<file path="src/rtl/slam_lif_odometry_if.sv">
// TinyQV peripheral bus bundle (address/data/strobes) for the LIF odometry block.
interface slam_lif_odometry_if;
  logic [5:0]  address;
  logic [31:0] data_in;
  logic [1:0]  data_write_n;
  logic [1:0]  data_read_n;
  logic [31:0] data_out;
  logic        data_ready;

  modport master (output address, data_in, data_write_n, data_read_n,
                  input  data_out, data_ready);
  modport slave  (input  address, data_in, data_write_n, data_read_n,
                  output data_out, data_ready);
endinterface

</file>
<file path="src/rtl/slam_lif_odometry.sv">
// Multi-axis odometry: spike pairs integrate through LIF membranes, host moves drain from a
// command FIFO, and both feed saturating per-axis positions with sticky bound/overflow flags.
module slam_lif_odometry #(
  parameter int AXES      = 2,
  parameter int POS_W     = 16,
  parameter int MEM_W     = 8,
  parameter int CMD_DEPTH = 4
) (
  input  logic               clk,
  input  logic               rst,
  input  logic [7:0]         ui_in,
  output logic [7:0]         uo_out,
  output logic               user_interrupt,
  slam_lif_odometry_if.slave bus
);
  localparam int AW = $clog2(CMD_DEPTH);
  localparam int CW = AW + 1;
  localparam int DW = POS_W + 18;
  localparam int EW = MEM_W + 2;
  localparam int TW = MEM_W - 1;

  function automatic logic signed [MEM_W-1:0] sat_mem(input logic signed [EW-1:0] v);
    logic signed [EW-1:0] hi, lo;
    hi = {3'b000, {TW{1'b1}}};
    lo = {3'b111, {TW{1'b0}}};
    if (v > hi)      return hi[MEM_W-1:0];
    else if (v < lo) return lo[MEM_W-1:0];
    else             return v[MEM_W-1:0];
  endfunction

  function automatic logic [POS_W-1:0] clamp_pos(input logic signed [DW-1:0] v);
    logic signed [DW-1:0] mx;
    mx = {{(DW-POS_W){1'b0}}, {POS_W{1'b1}}};
    if (v[DW-1])     return '0;
    else if (v > mx) return '1;
    else             return v[POS_W-1:0];
  endfunction

  logic                    r_enable;
  logic [TW-1:0]           r_thr;
  logic [15:0]             r_leak, r_lcnt;
  logic [POS_W-1:0]        r_bound;
  logic                    r_ovf, r_birq;
  logic [7:0]              r_s1, r_s2, r_fire;
  logic [POS_W-1:0]        r_pos [AXES];
  logic signed [MEM_W-1:0] r_mem [AXES];
  logic [18:0]             r_fifo [CMD_DEPTH];
  logic [AW-1:0]           r_wp, r_rp;
  logic [CW-1:0]           r_cnt;

  logic                    w_wr, w_wr_ctrl, w_wr_leak, w_wr_cmd, w_wr_stat, w_wr_bound, w_sclr;
  logic                    w_empty, w_full, w_pop, w_push_ok, w_ovf_set, w_bnd_set, w_tick;
  logic [7:0]              w_edge, w_fire_nxt;
  logic signed [EW-1:0]    w_thr;
  logic [18:0]             w_head;
  logic signed [EW-1:0]    w_msum [AXES];
  logic signed [DW-1:0]    w_delta [AXES];
  logic signed [MEM_W-1:0] w_mem_nxt [AXES];
  logic [POS_W-1:0]        w_pos_nxt [AXES];
  logic                    w_unused;

  assign w_wr       = bus.data_write_n != 2'b11;
  assign w_wr_ctrl  = w_wr && bus.address == 6'h00;
  assign w_wr_leak  = w_wr && bus.address == 6'h04;
  assign w_wr_cmd   = w_wr && bus.address == 6'h08;
  assign w_wr_stat  = w_wr && bus.address == 6'h0C;
  assign w_wr_bound = w_wr && bus.address == 6'h10;
  assign w_sclr     = w_wr_ctrl && bus.data_in[1];

  assign w_edge    = r_s1 & ~r_s2;
  assign w_thr     = $signed(EW'((r_thr == '0) ? TW'(1) : r_thr));
  assign w_tick    = r_enable && (r_leak != '0) && (r_lcnt >= r_leak - 16'd1);
  assign w_empty   = r_cnt == '0;
  assign w_full    = r_cnt == CW'(CMD_DEPTH);
  assign w_pop     = r_enable && !w_empty;
  // A full FIFO still accepts a push when the same cycle frees a slot.
  assign w_push_ok = w_wr_cmd && (!w_full || w_pop);
  assign w_ovf_set = w_wr_cmd && w_full && !w_pop;
  assign w_head    = r_fifo[r_rp];

  assign uo_out         = r_fire;
  assign user_interrupt = r_ovf | r_birq;
  assign bus.data_ready = 1'b1;
  assign w_unused       = ^{bus.data_read_n, bus.data_in[31:19], w_edge};

  always_comb begin
    w_fire_nxt = '0;
    w_bnd_set  = 1'b0;
    for (int a = 0; a < AXES; a++) begin
      w_msum[a] = {{2{r_mem[a][MEM_W-1]}}, r_mem[a]};
      if (w_edge[2*a] && !w_edge[2*a+1])      w_msum[a] = w_msum[a] + EW'(1);
      else if (w_edge[2*a+1] && !w_edge[2*a]) w_msum[a] = w_msum[a] - EW'(1);
      if (w_tick) begin
        if (r_mem[a][MEM_W-1])     w_msum[a] = w_msum[a] + EW'(1);
        else if (r_mem[a] != '0)   w_msum[a] = w_msum[a] - EW'(1);
      end
      w_mem_nxt[a] = sat_mem(w_msum[a]);
      w_delta[a]   = '0;
      if (w_msum[a] >= w_thr) begin
        w_mem_nxt[a]      = '0;
        w_fire_nxt[2*a]   = 1'b1;
        w_delta[a]        = DW'(1);
      end else if (w_msum[a] <= -w_thr) begin
        w_mem_nxt[a]      = '0;
        w_fire_nxt[2*a+1] = 1'b1;
        w_delta[a]        = '1;
      end
      if (w_pop && w_head[17:16] == 2'(a))
        w_delta[a] = w_head[18] ? w_delta[a] - DW'(w_head[15:0]) : w_delta[a] + DW'(w_head[15:0]);
      w_pos_nxt[a] = clamp_pos($signed({{(DW-POS_W){1'b0}}, r_pos[a]}) + w_delta[a]);
      if (r_pos[a] > r_bound) w_bnd_set = 1'b1;
    end
  end

  always_ff @(posedge clk) begin
    if (rst) begin
      r_enable <= 1'b0;
      r_thr    <= TW'(4);
      r_leak   <= '0;
      r_lcnt   <= '0;
      r_bound  <= '0;
      r_ovf    <= 1'b0;
      r_birq   <= 1'b0;
      r_s1     <= '0;
      r_s2     <= '0;
      r_fire   <= '0;
      r_wp     <= '0;
      r_rp     <= '0;
      r_cnt    <= '0;
      for (int a = 0; a < AXES; a++) begin
        r_pos[a] <= '0;
        r_mem[a] <= '0;
      end
    end else begin
      r_s1 <= ui_in;
      r_s2 <= r_s1;
      if (w_wr_ctrl) begin
        r_enable <= bus.data_in[0];
        r_thr    <= bus.data_in[TW+7:8];
      end
      if (w_wr_leak)  r_leak  <= bus.data_in[15:0];
      if (w_wr_bound) r_bound <= bus.data_in[POS_W-1:0];
      // Setting wins over a write-one-to-clear landing in the same cycle.
      if (w_ovf_set)                             r_ovf  <= 1'b1;
      else if (w_wr_stat && bus.data_in[8])      r_ovf  <= 1'b0;
      if (w_bnd_set)                             r_birq <= 1'b1;
      else if (w_wr_stat && bus.data_in[9])      r_birq <= 1'b0;
      if (w_sclr) begin
        r_lcnt <= '0;
        r_fire <= '0;
        r_wp   <= '0;
        r_rp   <= '0;
        r_cnt  <= '0;
        for (int a = 0; a < AXES; a++) begin
          r_pos[a] <= '0;
          r_mem[a] <= '0;
        end
      end else begin
        if (r_enable && r_leak != '0) r_lcnt <= w_tick ? '0 : r_lcnt + 16'd1;
        r_fire <= r_enable ? w_fire_nxt : '0;
        if (r_enable) begin
          for (int a = 0; a < AXES; a++) begin
            r_pos[a] <= w_pos_nxt[a];
            r_mem[a] <= w_mem_nxt[a];
          end
        end
        if (w_push_ok) r_wp <= r_wp + AW'(1);
        if (w_pop)     r_rp <= r_rp + AW'(1);
        r_cnt <= r_cnt + CW'(w_push_ok) - CW'(w_pop);
      end
    end
  end

  always_ff @(posedge clk) begin
    if (w_push_ok) r_fifo[r_wp] <= bus.data_in[18:0];
  end

  always_comb begin
    bus.data_out = '0;
    if (bus.address[1:0] == 2'b00) begin
      case (bus.address[5:2])
        4'h0: begin
          bus.data_out[0]      = r_enable;
          bus.data_out[TW+7:8] = r_thr;
        end
        4'h1: bus.data_out[15:0] = r_leak;
        4'h3: begin
          bus.data_out[3:0] = 4'(r_cnt);
          bus.data_out[4]   = w_full;
          bus.data_out[5]   = w_empty;
          bus.data_out[8]   = r_ovf;
          bus.data_out[9]   = r_birq;
        end
        4'h4: bus.data_out[POS_W-1:0] = r_bound;
        4'h8, 4'h9, 4'hA, 4'hB: begin
          for (int a = 0; a < AXES; a++)
            if (bus.address[3:2] == 2'(a)) bus.data_out = 32'(r_pos[a]);
        end
        4'hC, 4'hD, 4'hE, 4'hF: begin
          for (int a = 0; a < AXES; a++)
            if (bus.address[3:2] == 2'(a)) bus.data_out = 32'(r_mem[a]);
        end
        default: bus.data_out = '0;
      endcase
    end
  end
endmodule
</file>
<file path="src/flat_wrapper.sv">
// flat-port wrapper written by rule: the top's interface ports become plain ports
module slam_lif_odometry_flat 
#(
  parameter int AXES      = 2,
  parameter int POS_W     = 16,
  parameter int MEM_W     = 8,
  parameter int CMD_DEPTH = 4
)
  (clk, rst, ui_in, uo_out, user_interrupt, bus_address, bus_data_in, bus_data_write_n, bus_data_read_n, bus_data_out, bus_data_ready);
  slam_lif_odometry_if bus_i ();
  input  logic clk;
  input  logic rst;
  input  logic [7:0] ui_in;
  output logic [7:0] uo_out;
  output logic user_interrupt;
  input wire logic [$bits(bus_i.address)-1:0] bus_address;
  input wire logic [$bits(bus_i.data_in)-1:0] bus_data_in;
  input wire logic [$bits(bus_i.data_write_n)-1:0] bus_data_write_n;
  input wire logic [$bits(bus_i.data_read_n)-1:0] bus_data_read_n;
  output wire logic [$bits(bus_i.data_out)-1:0] bus_data_out;
  output wire logic [$bits(bus_i.data_ready)-1:0] bus_data_ready;
  assign bus_i.address = bus_address;
  assign bus_i.data_in = bus_data_in;
  assign bus_i.data_write_n = bus_data_write_n;
  assign bus_i.data_read_n = bus_data_read_n;
  assign bus_data_out = bus_i.data_out;
  assign bus_data_ready = bus_i.data_ready;
  slam_lif_odometry #(.AXES(AXES), .POS_W(POS_W), .MEM_W(MEM_W), .CMD_DEPTH(CMD_DEPTH)) u_core (.clk(clk), .rst(rst), .ui_in(ui_in), .uo_out(uo_out), .user_interrupt(user_interrupt), .bus(bus_i));
endmodule
</file>
<file path="config.mk">
export PLATFORM = sky130hd
export DESIGN_NAME = slam_lif_odometry_flat
export DESIGN_NICKNAME = d
export VERILOG_FILES = /design/src/rtl/slam_lif_odometry_if.sv /design/src/rtl/slam_lif_odometry.sv /design/src/flat_wrapper.sv
export SDC_FILE = /design/constraint.sdc
export NUM_CORES = 1
export LEC_CHECK = 0
export ABC_CLOCK_PERIOD_IN_PS = 10900
export CORE_AREA = 2 2 189 191
export DETAILED_ROUTE_END_ITERATION = 10
export DIE_AREA = 0 0 191 193
export PLACE_DENSITY = 0.77
export SKIP_CTS_REPAIR_TIMING = 1
export SLEW_MARGIN = 40
export SYNTH_ARGS = -nofsm -noshare
export SYNTH_HDL_FRONTEND = slang
export SYNTH_SLANG_ARGS = --single-unit
</file>
<file path="constraint.sdc">
create_clock -name clk -period 10.9 [get_ports clk]
set_input_delay 1.635 -clock clk [delete_from_list [all_inputs] [get_ports clk]]
set_output_delay 1.635 -clock clk [all_outputs]
set_load 0.005 [all_outputs]
</file>
=== Word-level counts from Yosys, hierarchy flattened ===
Memory sizes are Yosys's and may differ from the RTL's. A register that Yosys moved wholly into a read port is not among the register bits.
Cells that the tools add are included.
W data, S select, Z words.

* Add/sub/neg operators: 21
* $mul: 0
* Divide/modulo/power cells: 0
* $lt $le $gt $ge: 13
* Equality and inequality tests: 19
* Shift-type cells: 0
* Mux-type cells: 75
* Bitwise logic cells: 12
* Reductions and logical operators: 46

{| class="wikitable"
|+ Operators with widths
! operator !! number
|-
| $mux W34 || 8
|-
| $mux W16 || 10
|-
| $mux W32 || 4
|-
| $mux W10 || 10
|-
| $mux W8 || 12
|-
| $add A17 B34 Y34 || 2
|-
| $add A34 B16 Y34 || 2
|-
| $gt A34 B17 Y1 const B || 2
|-
| $sub A34 B16 Y34 || 2
|-
| $pmux W5 S5 || 2
|-
| $eq A4 B4 Y1 const B || 8
|-
| $gt A16 B16 Y1 || 2
|-
| $pmux W16 S2 || 1
|-
| $mux W1 || 21
|-
| $add A10 B2 Y10 const B || 2
|-
| $ge A10 B10 Y1 || 2
|-
| $gt A10 B8 Y1 const B || 2
|-
| $le A10 B10 Y1 || 2
|-
| $logic_and A1 B1 Y1 || 20
|-
| $lt A10 B8 Y1 const B || 2
|-
| $sub A10 B2 Y10 const B || 2
|-
| $add A8 B2 Y9 const B || 2
|-
| $sub A8 B2 Y9 const B || 2
|-
| $add A16 B1 Y16 const B || 1
|-
| other kinds (38) || 63
|}

* Register bits: 81
* Latch bits: 0
* Memory bits (writable): 124
* ROM bits: 0
* Bits of input ports: 52
* Output and inout port bits: 42
* Word-level logic and storage cells: 205
* Memories kept: 3

{| class="wikitable"
|+ Memory list
! name !! words !! bits a word !! rd ports !! clocked after memory_dff !! wr ports !! line !! source
|-
| u_core.r_fifo || 4 || 19 || 1 || 1 || 1 || slam_lif_odometry.sv:47 || <nowiki>logic [18:0] r_fifo [CMD_DEPTH];</nowiki>
|-
| u_core.r_pos || 2 || 16 || 2 || 0 || 2 || slam_lif_odometry.sv:45 || <nowiki>logic [POS_W-1:0] r_pos [AXES];</nowiki>
|-
| u_core.r_mem || 2 || 8 || 2 || 0 || 2 || slam_lif_odometry.sv:46 || <nowiki>logic signed [MEM_W-1:0] r_mem [AXES];</nowiki>
|}

=== Logic depth before layout (Yosys ltp) ===
* Depth in word-level cells: 21
* Gate-level depth with buffers: 63
* Gate-level depth less buffers: 55

=== Least setup slack after synthesis ===
No wires, ideal clock.

* Kind: register to register
* Start: register u_core.r_leak[5]
* End: memory u_core.r_pos[1][12], in the netlist u_core.r_pos[0][28] (data pin)
* Library setup time: 290 ps
* Arrival: 11030 ps
* Data required time: 10610 ps
* Path slack: -421 ps
* Cell stages (with the launch flop): 47
* Path buffers: 6
* Clock period less this slack: 11321 ps
* Cell sequence: dfxtp_1 > buf_6 > or4_1 > or3_1 > buf_2 > nor3_1 > xnor2_1 > ha_1 > and4_1 > a221oi_1 > o21ai_1 > nand2_2 > buf_6 > clkbuf_1 > nor2_1 > xnor2_1 > ha_1 > nand2b_1 > [11 not listed] > o21a_1 > o21ai_0 > a211oi_1 > a41o_1 > and2_1 > nor3_1 > o21ai_0 > nand2b_1 > a32o_1 > a21o_1 > a211oi_2 > nand2_1 > or3b_1 > or3_1 > o21ai_1 > nor4b_4 > buf_6 > a41oi_1

{| class="wikitable"
|+ RTL lines
! what !! line !! source
|-
| start, declared || slam_lif_odometry.sv:41 || <nowiki>logic [15:0] r_leak, r_lcnt;</nowiki>
|-
| start signal, assigned || slam_lif_odometry.sv:141 || <nowiki>if (w_wr_leak) r_leak <= bus.data_in[15:0];</nowiki>
|-
| end, declared || slam_lif_odometry.sv:45 ||
|}

==> flow_summary.json <==
{
  "ant_nets": 0,
  "min_period_ns": 10.52,
  "clk_pin_slew_ns": 0.07,
  "critPathArrivalTime_ns": 10.77,
  "routed_wl_mm": 56.2,
  "status": "finished clean",
  "overflow": 0,
  "post-dp-hpwl_mm": 42.5,
  "setup_slack_ns": 0.379,
  "ys_types": 119,
  "io_buffers": 69,
  "nNetsFinal": 2539,
  "crit_path_max_incr_delay_ns": 0.50,
  "synth_commonest_cells": "224 x a21oi_1, 217 x nand2_1, 190 x nor2_1",
  "cts_made_buffers": 23,
  "critPathTopFamily": "simple AND/OR/NAND/NOR gates",
  "synth_area_leader_cell": "edfxtp_1",
  "grt_use_total": 0.300,
  "ys_seq_elements": 203,
  "placed_cells": 2753,
  "viasPerCell": 6.49,
  "diodes": 0,
  "antenna_found_initial": 0,
  "ys.flop_type": "edfxtp_1",
  "finalSetupViolCount": 0,
  "place_congestion": 0.928,
  "synth_edf_count": 124,
  "pin_count": 94,
  "worstSetupPathType": "reg2reg",
  "avgSynthCellArea_sq_um": 8.37,
  "path_buf_inv": 2,
  "insertion_delay_ns": 0.53,
  "maxSlewHeadroom": 0.441,
  "fin_util": 0.607,
  "worst_pin_slew_ns": 0.835,
  "hp-class": "reg2reg",
  "post_dp_cell_area_sq_um": 20300,
  "p_leak_nw": 8.13,
  "ff2ff_setup_slack_ns": 0.38,
  "die_x_um": 191,
  "grt_pass1_vias": 16666,
  "worst-path-max-fanout": 16,
  "clock_path_buffers": 3,
  "fmax_mhz": 95.0,
  "grt_max_degree": 53,
  "cts-root-buf": "clkbuf_16",
  "wl_per_cell_um": 20.1,
  "yosysMostFrequentCell": "a21oi_1",
  "drt_iter0_drc": 2215,
  "synthTopCellsByArea": "edfxtp_1 19%, ha_1 11%, dfxtp_1 8.2%",
  "die_y_um": 193,
  "power.density_nw_per_um2": 104,
  "yosysWarnings": 0,
  "ys_seq_area_frac": 0.276,
  "cp-start-kind": "flop",
  "skew_ns": 0.0180,
  "drv_cap": 0,
  "async_flop_share": 0,
  "dpl_worst_slack_ns": 0.0325,
  "final_cells": 2799,
  "drv_slew": 0,
  "first_pass_iters": 6,
  "endpoint_kind": "flop",
  "drc": 0,
  "peakVddDrop_v": 0.000130,
  "core_area_sq_um": 35000,
  "layout-drive-gt1-share": 0.0945,
  "fp-row-count": 69,
  "timing_hold_violations_final": 0,
  "clock-sinks": 203,
  "cts_tree": "yes",
  "netlist_instances": 2296,
  "synth.top_cell.area_share": 0.194,
  "area_growth_pct": 10.6,
  "htreeDepth": 1,
  "start_util": 0.549,
  "period_share": 0.965,
  "p_total_mw": 2.20,
  "dieArea_sq_um": 36900,
  "num_vias": 18178,
  "grt_pass1_wl_mm": 89.0,
  "crit_slowest_cell": "or4_1",
  "design_area_sq_um": 21200,
  "syn-cell-area_sq_um": 19200,
  "cp_data_required_time_ns": 11.15
}
## final timing paths
check / start / to / depth (start not counted)
worst min register to register: u_core.r_bound[14] / u_core.r_bound[14] / 2
worst max register to register: u_core.r_leak[7] / u_core.r_pos[0][31] / 50
worst min-delay path: u_core.r_bound[14] / u_core.r_bound[14] / 2
worst max-delay path: u_core.r_leak[7] / u_core.r_pos[0][31] / 50
## cells by family after synthesis
logic type,count (synthesis),synth area share
adder cells (fa/ha/maj),168,0.111
multiplexers,65,0.0478
flip-flops,203,0.276
buffers and inverters,244,0.0553
AND/OR/NAND/NOR,826,0.218
other,2,0.000391
AO/OA/AOI/OAI,646,0.224
XOR/XNOR,142,0.0668
## per-stage QoR
stage / hold slack, ns / TNS (ns)
after detailed placement: 0.467 / 0
after floorplan: 0.444 / 0
after global routing: 0.496 / -2.41
after global placement: 0.456 / 0
after CTS: 0.474 / -0.550
final: 0.478 / 0
## area by class of cell
class / count / area (sq um)
clock inverters: 12 / 111
repair buffers: 118 / 1100
inverters: 119 / 449
fillers: 2996 / 13700
multi-input cells: 1856 / 13100
clock buffers: 30 / 633
well taps: 461 / 577
flip-flops and latches: 203 / 5310
## where the power goes
part / leakage, nW / switching (mW) / internal [mW]
sequential: 1.82 / 0.0173 / 0.824
combinational: 5.95 / 0.357 / 0.227
clock: 0.364 / 0.323 / 0.456
## placed cells by master (no fill, tap or decap), types with 18 or more instances in the layout
cell type and instances:
clkbuf_16 24, or3_1 22, nor2b_1 30, a22oi_1 20, buf_4 45, o21ai_0 99, o22ai_1 18, nand2b_1 41
a21oi_1 220, nor3_1 55, nand3_1 59, dfxtp_1 78, xor2_1 51, and2_1 26, xnor2_1 85, nand2_1 217
inv_1 112, ha_1 160, o21ai_1 20, edfxtp_1 124, mux4_2 19, a21o_1 38, mux2i_1 30, nor4_1 19
nand4_1 38, clkdlybuf4s50_1 68, and3_1 37, nor2_1 183, a31oi_1 27
## tightest hold or removal path, stage by stage (launching register included)
cell,delay [ns]
dfxtp_1,0.32
nand2_1,0.06
a21oi_1,0.05
## layer usage
metal	vias to the layer above	track usage	routed length [um]
met3	144	0.0348	4060
met5	-	0	0
li1	8537	-	-
met4	0	0.104	1980
met1	8668	0.407	23900
met2	829	0.499	26300
## registers in the layout, indices dropped and copies added, names as in the netlist, named ones only
register         cells
u_core.r_mem        16
u_core.r_cnt         3
u_core.r_pos        32
u_core.r_s2          4
u_core.r_wp          2
u_core.uo_out        4
u_core.r_birq        1
u_core.r_fifo       76
u_core.r_rp          2
u_core.r_ovf         1
u_core.r_s1          4
u_core.r_leak       16
u_core.r_lcnt       16
u_core.r_bound      16
u_core.r_enable      1
u_core.r_thr         7
Note: power is estimated with default switching activity, not from simulation.
